### src/rtl/double_sum_pkg.sv
// double_sum_pkg: shared state encoding and double constants for the sum reducer
package double_sum_pkg;
  localparam int DBL_W = 64;
  localparam logic [DBL_W-1:0] DBL_POS_ZERO = 64'h0;
  localparam logic [DBL_W-1:0] DBL_ONE = 64'h3FF0000000000000;
  typedef enum logic [2:0] {GET_FIRST, GET_NEXT, SEND_AB, WAIT_Z, PUT_SUM} state_t;
endpackage

### src/rtl/double_sum_reducer.sv
// double_sum_reducer: folds last-delimited groups of doubles into one sum per group via an external adder
// Ports: clk/rst (async active-low); in_* element stream; add_a/add_b operand
// handshakes and add_z result handshake to double_adder; out_sum/out_count result port.
module double_sum_reducer
  import double_sum_pkg::*;
#(
  parameter int COUNT_W = 16
) (
  input  logic               clk,
  input  logic               rst,
  input  logic [DBL_W-1:0]   in_data,
  input  logic               in_last,
  input  logic               in_stb,
  output logic               in_ack,
  output logic [DBL_W-1:0]   add_a,
  output logic               add_a_stb,
  input  logic               add_a_ack,
  output logic [DBL_W-1:0]   add_b,
  output logic               add_b_stb,
  input  logic               add_b_ack,
  input  logic [DBL_W-1:0]   add_z,
  input  logic               add_z_stb,
  output logic               add_z_ack,
  output logic [DBL_W-1:0]   out_sum,
  output logic [COUNT_W-1:0] out_count,
  output logic               out_stb,
  input  logic               out_ack
);
  localparam logic [COUNT_W-1:0] COUNT_MAX = '1;
  state_t               state;
  logic [DBL_W-1:0]     acc;
  logic [COUNT_W-1:0]   count;
  logic                 last_q;
  logic                 in_xfer, z_xfer, a_done, b_done;
  assign in_xfer = in_stb && in_ack;
  assign z_xfer  = add_z_stb && add_z_ack;
  // an operand counts as delivered if its strobe is already down or is being taken this edge
  assign a_done  = !add_a_stb || add_a_ack;
  assign b_done  = !add_b_stb || add_b_ack;
  always_ff @(posedge clk or negedge rst)
    if (!rst) begin
      state     <= GET_FIRST;
      acc       <= '0;
      count     <= '0;
      last_q    <= 1'b0;
      in_ack    <= 1'b0;
      add_a     <= '0;
      add_a_stb <= 1'b0;
      add_b     <= '0;
      add_b_stb <= 1'b0;
      add_z_ack <= 1'b0;
      out_sum   <= '0;
      out_count <= '0;
      out_stb   <= 1'b0;
    end else begin
      case (state)
        GET_FIRST: begin
          in_ack <= 1'b1;
          if (in_xfer) begin
            // first element is taken verbatim, so its exact bits (-0.0, NaN) survive
            acc    <= in_data;
            count  <= COUNT_W'(1);
            last_q <= in_last;
            if (in_last) begin
              in_ack    <= 1'b0;
              out_sum   <= in_data;
              out_count <= COUNT_W'(1);
              out_stb   <= 1'b1;
              state     <= PUT_SUM;
            end else
              state <= GET_NEXT;
          end
        end
        GET_NEXT: begin
          in_ack <= 1'b1;
          if (in_xfer) begin
            in_ack    <= 1'b0;
            add_a     <= acc;
            add_b     <= in_data;
            add_a_stb <= 1'b1;
            add_b_stb <= 1'b1;
            last_q    <= in_last;
            count     <= (count == COUNT_MAX) ? count : count + COUNT_W'(1);
            state     <= SEND_AB;
          end
        end
        SEND_AB: begin
          if (add_a_ack) add_a_stb <= 1'b0;
          if (add_b_ack) add_b_stb <= 1'b0;
          if (a_done && b_done) begin
            add_z_ack <= 1'b1;
            state     <= WAIT_Z;
          end
        end
        WAIT_Z: begin
          if (z_xfer) begin
            acc       <= add_z;
            add_z_ack <= 1'b0;
            if (last_q) begin
              out_sum   <= add_z;
              out_count <= count;
              out_stb   <= 1'b1;
              state     <= PUT_SUM;
            end else begin
              in_ack <= 1'b1;
              state  <= GET_NEXT;
            end
          end
        end
        PUT_SUM: begin
          if (out_ack) begin
            out_stb <= 1'b0;
            in_ack  <= 1'b1;
            state   <= GET_FIRST;
          end
        end
        default: state <= GET_FIRST;
      endcase
    end
endmodule

### config.mk
export PLATFORM = sky130hd
export DESIGN_NAME = double_sum_reducer
export DESIGN_NICKNAME = d
export VERILOG_FILES = /design/src/rtl/double_sum_pkg.sv /design/src/rtl/double_sum_reducer.sv
export SDC_FILE = /design/constraint.sdc
export NUM_CORES = 1
export LEC_CHECK = 0
export BUFFER_PORTS_ARGS = -buffer_cell sky130_fd_sc_hd__buf_4
export CORE_UTILIZATION = 56
export DETAILED_ROUTE_END_ITERATION = 7
export HOLD_SLACK_MARGIN = 0.12
export PLACE_DENSITY_LB_ADDON = 0.2
export SKIP_CTS_REPAIR_TIMING = 1
export SLEW_MARGIN = 20
export SYNTH_ARGS = -nofsm -noshare
export SYNTH_HDL_FRONTEND = slang
export SYNTH_SLANG_ARGS = --single-unit
### constraint.sdc
create_clock -name clk -period 3.87 [get_ports clk]
set_input_delay 0.774 -clock clk [delete_from_list [all_inputs] [get_ports clk]]
set_output_delay 0.774 -clock clk [all_outputs]
set_load 0.02 [all_outputs]
=== Yosys cells after proc, flatten, opt, wreduce, memory -nomap -nowiden ===
Cells that the tools add are included.

* Reductions and logical operators: 26
* Muxes and demuxes: 46
* Add/subtract/negate cells: 1
* Equal/unequal tests: 16

{| class="wikitable"
|+ Operators with widths
! operator !! count
|-
| two-way mux 64 bit || 6
|-
| case mux 64 bit (2 select lines) || 2
|-
| two-way mux 16 bit || 7
|-
| case mux 16 bit (2 select lines) || 2
|-
| != test 2 bit (second input constant) || 11
|-
| two-way mux 3 bit || 7
|-
| adder 16 x 1 -> 16 bit (second input constant) || 1
|-
| == test 16 bit (second input constant) || 1
|-
| two-way mux 1 bit || 16
|-
| case mux 3 bit (5 select lines) || 1
|-
| AND reduction 3 bit || 4
|-
| AND reduction 5 bit || 2
|-
| AND reduction 4 bit || 2
|-
| nonzero test 2 bit || 4
|-
| == test 3 x 2 -> 1 bit (second input constant) || 2
|-
| case mux 1 bit (2 select lines) || 3
|-
| AND reduction 6 bit || 1
|-
| case mux 1 bit (4 select lines) || 1
|-
| AND reduction 2 bit || 2
|-
| nonzero test 4 bit || 1
|-
| == test 3 x 1 -> 1 bit (second input constant) || 1
|-
| == test 3 bit (second input constant) || 1
|-
| logical AND 1 bit || 3
|-
| logical NOT 3 bit || 1
|-
| 5 further kinds || 7
|}

* Logic and storage cells: 102
* Bits in registers: 297
* Output and inout bits: 213
* Input bits: 136

=== Longest topological paths before layout ===
Gate-level depths: netlist (run 1).

* Word-level depth: 5
* Depth in mapped cells: 9
* Mapped depth without buffers: 6

=== Worst setup path after synthesis (run 1) ===
No wires, ideal clock.

* Path kind: input -> register
* Start: input add_z_stb
* End: register out_stb
* Required time: 3.752 ns
* Cell stages on the path: 7
* Path slack: 1.833 ns
* Path buffers: 3
* Arrival: 1.919 ns
* Setup time: 0.118 ns
* Path through: and2_1 -> o221a_2 -> and2_1 -> buf_4 -> buf_6 -> buf_2 -> a21o_1

* Word-level cells in the longest chain between the ends: 3

{| class="wikitable"
|+ Ends and longest elaborated chain
! what !! line !! text
|-
| from (decl) || double_sum_reducer.sv:22 || <nowiki>input logic add_z_stb,</nowiki>
|-
| logical AND 1 bit || double_sum_reducer.sv:36 || <nowiki>assign z_xfer = add_z_stb && add_z_ack;</nowiki>
|-
| != test 2 bit (no line) || n/a ||
|-
| AND reduction 6 bit (no line) || n/a ||
|-
| to (signal assigned) || double_sum_reducer.sv:54 || <nowiki>out_stb <= 1'b0;</nowiki>
|-
| to (signal assigned) || double_sum_reducer.sv:68 || <nowiki>out_stb <= 1'b1;</nowiki>
|-
| to (signal assigned) || double_sum_reducer.sv:102 || <nowiki>out_stb <= 1'b1;</nowiki>
|-
| to (decl) || double_sum_reducer.sv:26 || <nowiki>output logic out_stb,</nowiki>
|}

No other way between the ends.
A chain may end at the register's enable or synchronous reset.

=== Final worst setup path (run 1) ===
* Start: register state[1]
* End: register acc[32]

* Word-level cells in the longest chain between the ends: 3
* Elaborated cells between the ends (all ways): 7
* Classes of those cells: eq/ne (3); mux (1); reduce/logical (3)

{| class="wikitable"
|+ Ends and longest elaborated chain
! what !! line !! text
|-
| from (decl) || double_sum_reducer.sv:30 || <nowiki>state_t state;</nowiki>
|-
| from (signal assigned) || double_sum_reducer.sv:42 || <nowiki>state <= GET_FIRST;</nowiki>
|-
| from (signal assigned) || double_sum_reducer.sv:69 || <nowiki>state <= PUT_SUM;</nowiki>
|-
| from (signal assigned) || double_sum_reducer.sv:71 || <nowiki>state <= GET_NEXT;</nowiki>
|-
| == test 3 x 2 -> 1 bit / logical NOT 3 bit (equally long branches) || double_sum_reducer.sv:56 || <nowiki>case (state)</nowiki>
|-
| != test 2 bit (no line) / nonzero test 2 bit (equally long branches) || n/a ||
|-
| AND reduction 3 bit (no line) || n/a ||
|-
| to (signal assigned) || double_sum_reducer.sv:61 || <nowiki>acc <= in_data;</nowiki>
|-
| to (signal assigned) || double_sum_reducer.sv:97 || <nowiki>acc <= add_z;</nowiki>
|-
| to (decl) || double_sum_reducer.sv:31 || <nowiki>logic [DBL_W-1:0] acc;</nowiki>
|}

Parallel ways exist; a longest one is shown, timed or not.

==> reports/results.txt, run 1 <==
CP Launch Type: flip-flop
synthesized instance count: 1339
layout cell share with drive strength beyond 1: 24.7%
Netlist cell types: 41
register-to-register setup slack: 0.91 ns
max cap viols: 0
syn nets: 1476
initial antenna violation count: 0
fill count: 1511
Core ar.: 0.0211 mm²
die area: 0.0221 mm²
initial core utilization: 57.2%
via count: 10800
FP Rows: 53
DRT Pass-1 Iters: 5
leakage: 8.63 nW
Top-Level Pins: 349
Die Span Y: 149 µm
TritonCTS buffer count: 30
final layout net count: 1789
Routed Wire Length: 33900 µm
yosys warns: 0
Worst Tran Pin Value: 0.877 ns
syn avg cell area: 9.01 µm²
clock skew: 0.0142 ns
vias in the first global route: 10600
Setup Crit Path Kind: reg -> reg
GRT overflow: 0
FF+latch count, synth: 297
Sink Count: 297
Placer Congestion: 0.848
CTS H-Tree Depth: 1
Clk Latency, worst-skew pair: 0.55 ns
area of the multi-input gates: 0.00418 mm²
unrepaired setup endpoints after global routing: no
width of the chip: 149 µm
Crit Path Max Fanout: 70
Reg2Reg Depth: 6
Critical Path AT: 3.40 ns
post-DP HPWL: 22300 µm
vias per cell: 5.57
DRC Markers: 0
WP data required: 4.31 ns
Setup-failing EPs final: 0
worst vdd ir: 306 µV
WL/cell: 17.4 µm
GRT Total Usage: 30.6%
critical path endpoint category: flip-flop
Register Area: 0.00743 mm²
ant diodes: 0
period utilization: 76.5%
TritonCTS clock tree: yes
HP Class: in -> async
post-route ant nets: 0
Mapped Area: 0.0121 mm²
largest net degree at the start of global routing: 116
CTS root buffer: clkbuf_16
Power, Total: 6.25 mW
Seq/Total Area, Yosys: 61.6%
Final Hold Vio Count: 0
relative slew slack: 41.5%
Setup TNS: 0 ns
fmax: 338 MHz
first-pass GRT wire length: 53500 µm
clk buf depth: 3
PD cells: 395 mW/mm²
PortBufs: 348
Slew Viols, Final: 0
Tmin final: 2.96 ns
synth-to-layout area growth: 31.1%
first-iteration detailed-routing DRC count: 692
status: finished, final reports clean
Worst-path clk slew: 0.06 ns
registers in the layout, summed over array words and instances, names as in the netlist, 3 cells and up:
signal / cells
acc: 64
add_a: 64
add_b: 64
out_sum: 64
count: 16
out_count: 16
state: 3
through the flow:
| step | setup slack (ns) | cells | instance area (µm²) | hold slack, ns | utilization (%) |
|---|---|---|---|---|---|
| 2_1_floorplan | 1.83 | 1339 | 12100 | 0.439 | - |
| 3_3_place_gp | 0.970 | 1895 | 14800 | 0.445 | 70.3 |
| 3_5_place_dp | 0.834 | 1895 | 14800 | 0.452 | 70.3 |
| 4_1_cts | 0.953 | 1945 | 15800 | 0.347 | 75.0 |
| 5_1_grt | 0.760 | 1945 | 15800 | 0.358 | 75.0 |
| 6_report | 0.909 | 1945 | 15800 | 0.302 | 75.0 |
report_power, final:
part | internal [mW] | switching [mW] | total (mW)
combinational | 0.101 | 0.114 | 0.215
sequential | 3.11 | 0 | 3.11
clock | 1.76 | 1.17 | 2.93
cells in the mapped netlist, drive strengths merged:
master	count	share of area (%)
and4	1	0.073
or3	1	0.052
nor3	4	0.17
dfrtp	297	62
clkbuf	29	0.90
nand3b	1	0.062
nand3	25	1.0
a22oi	1	0.062
a21boi	1	0.062
nand2	530	16
o41ai	2	0.15
and2	7	0.36
a2bb2oi	1	0.073
inv	18	0.56
ha	1	0.10
o221a	1	0.093
o311ai	1	0.073
o211ai	4	0.25
a32oi	1	0.073
nor3b	1	0.062
a31oi	130	6.7
o211a	1	0.083
nor2	145	4.5
buf	54	2.5
nor4bb	1	0.083
nand4	4	0.21
a41oi	1	0.073
and3	6	0.31
a21o	3	0.19
a21oi	10	0.42
nor2b	2	0.10
or2	1	0.052
and3b	1	0.073
o31ai	3	0.19
nand2b	2	0.10
o21ai	47	2.0
a211oi	1	0.062
worst max-delay path, stage by stage (launching register included):
cell and delay, ns:
dfrtp_1 0.54, nor4bb_1 0.41, o221a_4 0.25, buf_4 0.51, buf_4 0.70, nor2_1 0.13, a31oi_1 0.27
final timing paths:
kind	startpoint	to
min in group clk	in_data[51]	add_b[51]
hold / removal	rst	add_b[10]
max in group asynchronous	rst	add_b[3]
setup / recovery	state[1]	acc[32]
hold reg to reg	acc[28]	add_a[28]
setup reg to reg	state[1]	acc[32]
metal layers:
metal	global-route usage [%]	share of wire, %	up-vias	wire length (µm)
met5	0	0	-	0
met3	5.84	8.8	93	2980
li1	-	-	5035	-
met2	52.3	49	477	16700
met4	13.3	4.1	0	1400
met1	38.1	38	5233	12900
placed cells by master, fill, tap and decap left out, drive strengths merged, types with 4 or more instances in the layout:
cell type    n
and3         6
o211ai       4
o21ai       47
a21oi       10
clkbuf      44
buf        364
nand4        4
nor3         4
and2         7
nand3       25
inv         18
nand2      530
dfrtp      297
a31oi      130
nor2       145
area by class of cell:
class	instances	share of cell area [%]
Inverter	18	0.427
Timing Repair Buffer	364	17.7
Tap cell	275	2.18
Clock inverter	6	0.665
Sequential cell	297	47.0
Multi-Input combinational cell	941	26.4
Clock buffer	44	5.59
cell families after synthesis:
| kind of cell | Yosys count | synth area share [%] |
|---|---|---|
| and+or+nand+nor | 732 | 23.8 |
| DFF | 297 | 61.6 |
| AOI/OAI and AO/OA | 208 | 10.5 |
| buffers and inverters | 101 | 3.97 |
| adders and majority gates | 1 | 0.104 |
No activity file was read; power rests on OpenSTA's default activity.
==> run 2: changes to the inputs <==
--- a/config.mk
+++ b/config.mk
@@ -6,7 +6,7 @@
 export NUM_CORES = 1
 export LEC_CHECK = 0
 export BUFFER_PORTS_ARGS = -buffer_cell sky130_fd_sc_hd__buf_4
-export CORE_UTILIZATION = 56
+export CORE_UTILIZATION = 52
 export DETAILED_ROUTE_END_ITERATION = 7
 export HOLD_SLACK_MARGIN = 0.12
 export PLACE_DENSITY_LB_ADDON = 0.2
==> constraint.sdc (replaced) <==
create_clock -name clk -period 2.9 [get_ports clk]
set_input_delay 0.58 -clock clk [delete_from_list [all_inputs] [get_ports clk]]
set_output_delay 0.58 -clock clk [all_outputs]
set_load 0.02 [all_outputs]
==> run 2 against run 1 <==
Worst hold slack worse by 0.078 ns. Critical path depth stayed put. Register-to-register slack worse by 0.20 ns. Sequential share of layout area is 0.57 points lower. Die area is 7.6% higher. Final cell count is 1.2% higher. Highest routed layer unchanged.
==> reports/results.txt, run 2 (same netlist as run 1, synthesis figures left out) <==
HP Class: in -> reg
clock share of power: 47.5%
Setup-failing EPs final: 0
Register Area: 0.00743 mm²
Sw Pwr: 1.77 mW
Setup Crit Path Kind: reg -> reg
clk buf depth: 3
Tmin final: 2.19 ns
status: finished, final reports clean
largest stage delay on the critical path: 0.52 ns
Comb power frac: 3.5%
clock skew: 0.00804 ns
first-iteration detailed-routing DRC count: 644
Die Span Y: 154 µm
DRT Pass-1 Iters: 5
leakage: 8.71 nW
Worst-path clk slew: 0.06 ns
area of the multi-input gates: 0.00418 mm²
Critical Path AT: 2.65 ns
CP max-delay cell: dfrtp_1
via count: 10700
critical path endpoint category: flip-flop
fmax: 456 MHz
TritonCTS buffer count: 30
most common cell after layout, fill and taps aside: nand2_1
Sink Count: 297
DRC Markers: 0
fill count: 1742
max cap viols: 0
sw frac: 20.9%
sequential power share: 49.1%
Clk Latency, worst-skew pair: 0.55 ns
width of the chip: 154 µm
post-route ant nets: 0
period utilization: 75.6%
Crit Path Max Fanout: 70
relative slew slack: 42.3%
worst vdd ir: 385 µV
die area: 0.0238 mm²
Core ar.: 0.0227 mm²
post-DP HPWL: 22600 µm
Worst Tran Pin Value: 0.865 ns
TritonCTS clock tree: yes
largest net degree at the start of global routing: 129
PD cells: 528 mW/mm²
unrepaired setup endpoints after global routing: no
WL/cell: 17.1 µm
first-pass GRT wire length: 54400 µm
PortBufs: 348
initial core utilization: 53.1%
cell-internal power: 6.68 mW
vias per cell: 5.43
Top-Level Pins: 349
Setup TNS: 0 ns
Slew Viols, Final: 0
final layout net count: 1796
Placer Congestion: 0.817
layout cell share with drive strength beyond 1: 25.3%
Routed Wire Length: 33700 µm
CTS root buffer: clkbuf_16
Power, Total: 8.44 mW
Final Hold Vio Count: 0
GRT overflow: 0
most frequent cells in the layout: 529 x nand2_1, 358 x buf_4, 297 x dfrtp_1
CTS H-Tree Depth: 1
vias in the first global route: 10700
GRT Total Usage: 28.6%
initial antenna violation count: 1
synth-to-layout area growth: 32.7%
FP Rows: 55
WP data required: 3.36 ns
crit path cell chain: nor4bb_1 -> o221a_4 -> and2_4 -> buf_12 -> nor2_1 -> a31oi_1
CP Launch Type: flip-flop
==> run 2: changes by cell type in the layout (fill, tap and decap cells not counted), sizes merged <==
cell         delta
buf             +6
clkinv          +4
clkinvlp        +2
clkbuf          -1
diode           +1
dlygate4sd3     +1
==> run 2: per-layer routing <==
metal	routed length [µm]	track usage [%]	up-vias
met5	0	0	-
met4	1260	11.0	0
met3	2460	5.44	80
met2	16400	48.8	431
met1	13500	36.3	5136
li1	-	-	5033
==> run 2: worst paths after layout <==
path	from	to	slack, ns	cells after the start
setup / recovery	state[0]	out_sum[51]	0.71	6
min in group asynchronous	rst	add_b[20]	0.61	2
max in group asynchronous	rst	out_sum[54]	1.43	3
setup reg to reg	state[0]	out_sum[51]	0.71	6
hold reg to reg	acc[51]	add_a[51]	0.47	2
hold / removal	in_data[53]	add_b[53]	0.22	3
==> run 2: cell type report <==
class,instances,area share [%]
Clock inverter,12,0.922
Multi-Input combinational cell,941,26.1
Tap cell,285,2.23
Sequential cell,297,46.4
Timing Repair Buffer,371,18.3
Inverter,18,0.422
Clock buffer,43,5.57
Antenna cell,1,0.0156
==> run 2: through the flow <==
stage | hold slack (ns) | utilization (%) | setup WS (ns) | std cells | area [µm²]
2_1_floorplan | 0.284 | - | 1.06 | 1339 | 12100
3_3_place_gp | 0.442 | 65.9 | 0.780 | 1911 | 15000
3_5_place_dp | 0.448 | 65.9 | 0.690 | 1911 | 15000
4_1_cts | 0.0127 | 70.4 | 0.709 | 1966 | 16000
5_1_grt | 0.226 | 70.5 | 0.473 | 1968 | 16000
6_report | 0.223 | 70.5 | 0.709 | 1968 | 16000
==> run 2: worst max-delay path: cells and delay by family, from the launching register on <==
kind / cells / cell delay (ns)
AND/OR/NAND/NOR: 3 / 0.78
flip-flops: 1 / 0.52
AO/OA/AOI/OAI: 2 / 0.44
buffers and inverters: 1 / 0.30
==> run 2: power groups by stage <==
stage / Clock (mW) / Combinational, mW / Sequential (mW)
finish: 4.01 / 0.293 / 4.14
global route: 4.23 / 0.325 / 4.14
CTS: 4.08 / 0.298 / 4.14
detailed placement: 0 / 0.296 / 4.22
global placement: 0 / 0.295 / 4.22
floorplan: 0 / 0.0307 / 4.22
==> run 3: changes to the inputs <==
==> constraint.sdc (replaced) <==
create_clock -name clk -period 2.2 [get_ports clk]
set_input_delay 0.44 -clock clk [delete_from_list [all_inputs] [get_ports clk]]
set_output_delay 0.44 -clock clk [all_outputs]
set_load 0.02 [all_outputs]
==> run 3 against run 2 <==
Utilization increased by 2.8 points. Worst hold slack worse by 0.12 ns. Total power grew 31%. Clock skew is 0.0058 ns higher. Sequential share of layout area down 1.8 points. Critical endpoint is now out_sum[4].
==> reports/results.txt, run 3 (same netlist as run 1, synthesis figures left out) <==
die area: 0.0238 mm²
Placement Cell Area: 0.0151 mm²
Placer Congestion: 0.841
WP data required: 2.66 ns
Worst-path clk slew: 0.06 ns
Setup-failing EPs final: 0
Worst Tran Pin Value: 0.594 ns
critical path endpoint category: flip-flop
initial antenna violation count: 0
status: finished, final reports clean
GRT overflow: 0
largest stage delay on the critical path: 0.54 ns
Final Hold Vio Count: 0
PD cells: 664 mW/mm²
Crit Path Max Fanout: 31
Die Span Y: 154 µm
delay-heaviest family, CP: simple AND/OR/NAND/NOR gates
period utilization: 91.8%
CTS root buffer: clkbuf_16
Routed Wire Length: 35000 µm
worst vdd ir: 568 µV
most common cell after layout, fill and taps aside: nand2_1
final layout net count: 1861
fmax: 495 MHz
HP Class: in -> reg
TritonCTS buffer count: 31
most frequent cells in the layout: 529 x nand2_1, 362 x buf_4, 297 x dfrtp_1
clock skew: 0.0139 ns
Buffers & Inverters on Critical Path: 1
Slew Viols, Final: 0
Core ar.: 0.0227 mm²
WL/cell: 17.2 µm
vias in the first global route: 10600
DRT Pass-1 Iters: 5
CTS H-Tree Depth: 1
Clk Latency, worst-skew pair: 0.55 ns
Setup TNS: 0 ns
ant diodes: 0
TritonCTS clock tree: yes
first-iteration detailed-routing DRC count: 728
leakage: 8.98 nW
layout cell share with drive strength beyond 1: 24.9%
GRT Total Usage: 28.3%
initial core utilization: 53.1%
first-pass GRT wire length: 53700 µm
max cap viols: 0
Critical Path AT: 2.48 ns
crit path cell chain: nand3b_1 -> o221a_4 -> and2_4 -> buf_12 -> nor2_1 -> a31oi_1
relative slew slack: 60.4%
clk buf depth: 3
CP max-delay cell: dfrtp_1
post-route ant nets: 0
post-DP HPWL: 22500 µm
unrepaired setup endpoints after global routing: no
largest net degree at the start of global routing: 129
Top-Level Pins: 349
synth-to-layout area growth: 38.0%
Final Cell Area: 0.0166 mm²
Finished Core Util: 73.3%
PortBufs: 348
Tmin final: 2.02 ns
via count: 11100
width of the chip: 154 µm
vias per cell: 5.44
CP Launch Type: flip-flop
Sink Count: 297
DRC Markers: 0
FP Rows: 55
Setup Crit Path Kind: reg -> reg
[run 3: changes by cell type in the layout (fill, tap and decap cells not counted), sizes merged]
cell | previous run | this run
buf | 370 | 378
bufinv | 3 | 1
clkinv | 7 | 8
clkinvlp | 2 | 4
diode | 1 | 0
dlygate4sd3 | 1 | 57
inv | 18 | 19
[run 3: tightest hold or removal path: stages]
cell and delay (ns):
buf_4 0.08, nand2_1 0.04, nand2_1 0.05
[run 3: metrics by stage]
| step | setup WS [ns] | hold slack (ns) | instances | total power [mW] |
|---|---|---|---|---|
| after floorplan | 0.440 | 0.144 | 1339 | 5.60 |
| after global placement | 0.258 | 0.388 | 1919 | 5.95 |
| after detailed placement | 0.172 | 0.383 | 1919 | 5.96 |
| after CTS | 0.183 | -0.200 | 1976 | 11.0 |
| after global routing | 0.0510 | 0.120 | 2033 | 11.4 |
| final | 0.181 | 0.100 | 2033 | 11.0 |
[run 3: path summary, 6_finish.rpt]
kind | cells after the start | end | slack [ns] | startpoint
min in group asynchronous | 2 | add_a[10] | 0.39 | rst
max in group asynchronous | 3 | out_sum[4] | 1.03 | rst
setup reg to reg | 6 | out_sum[4] | 0.18 | state[2]
setup / recovery | 6 | out_sum[4] | 0.18 | state[2]
hold / removal | 3 | add_b[9] | 0.10 | in_data[9]
hold reg to reg | 2 | add_a[13] | 0.47 | acc[13]
[run 3: routing by layer]
layer  GRT usage [%]  routed length, µm  up-vias
met5               0                  0        -
met4            13.4               1540        0
met3            5.94               2630       94
met2            47.1              17000      471
met1            35.6              13900     5314
li1                -                  -     5179
[run 3: cell type report]
type,count,area [µm²]
clock buffers,43,891
clock inverters,14,109
fillers,1674,6070
inverters,18,67.6
multi-input cells,941,4180
flip-flops and latches,297,7430
well taps,285,357
repair buffers,435,3600
[run 3: where the power goes]
group	leakage, nW	switching [mW]	internal [mW]
Combinational	4.45	0.226	0.248
Clock	0.489	2.17	2.94
Sequential	4.04	0	5.46
Total	8.98	2.39	8.65
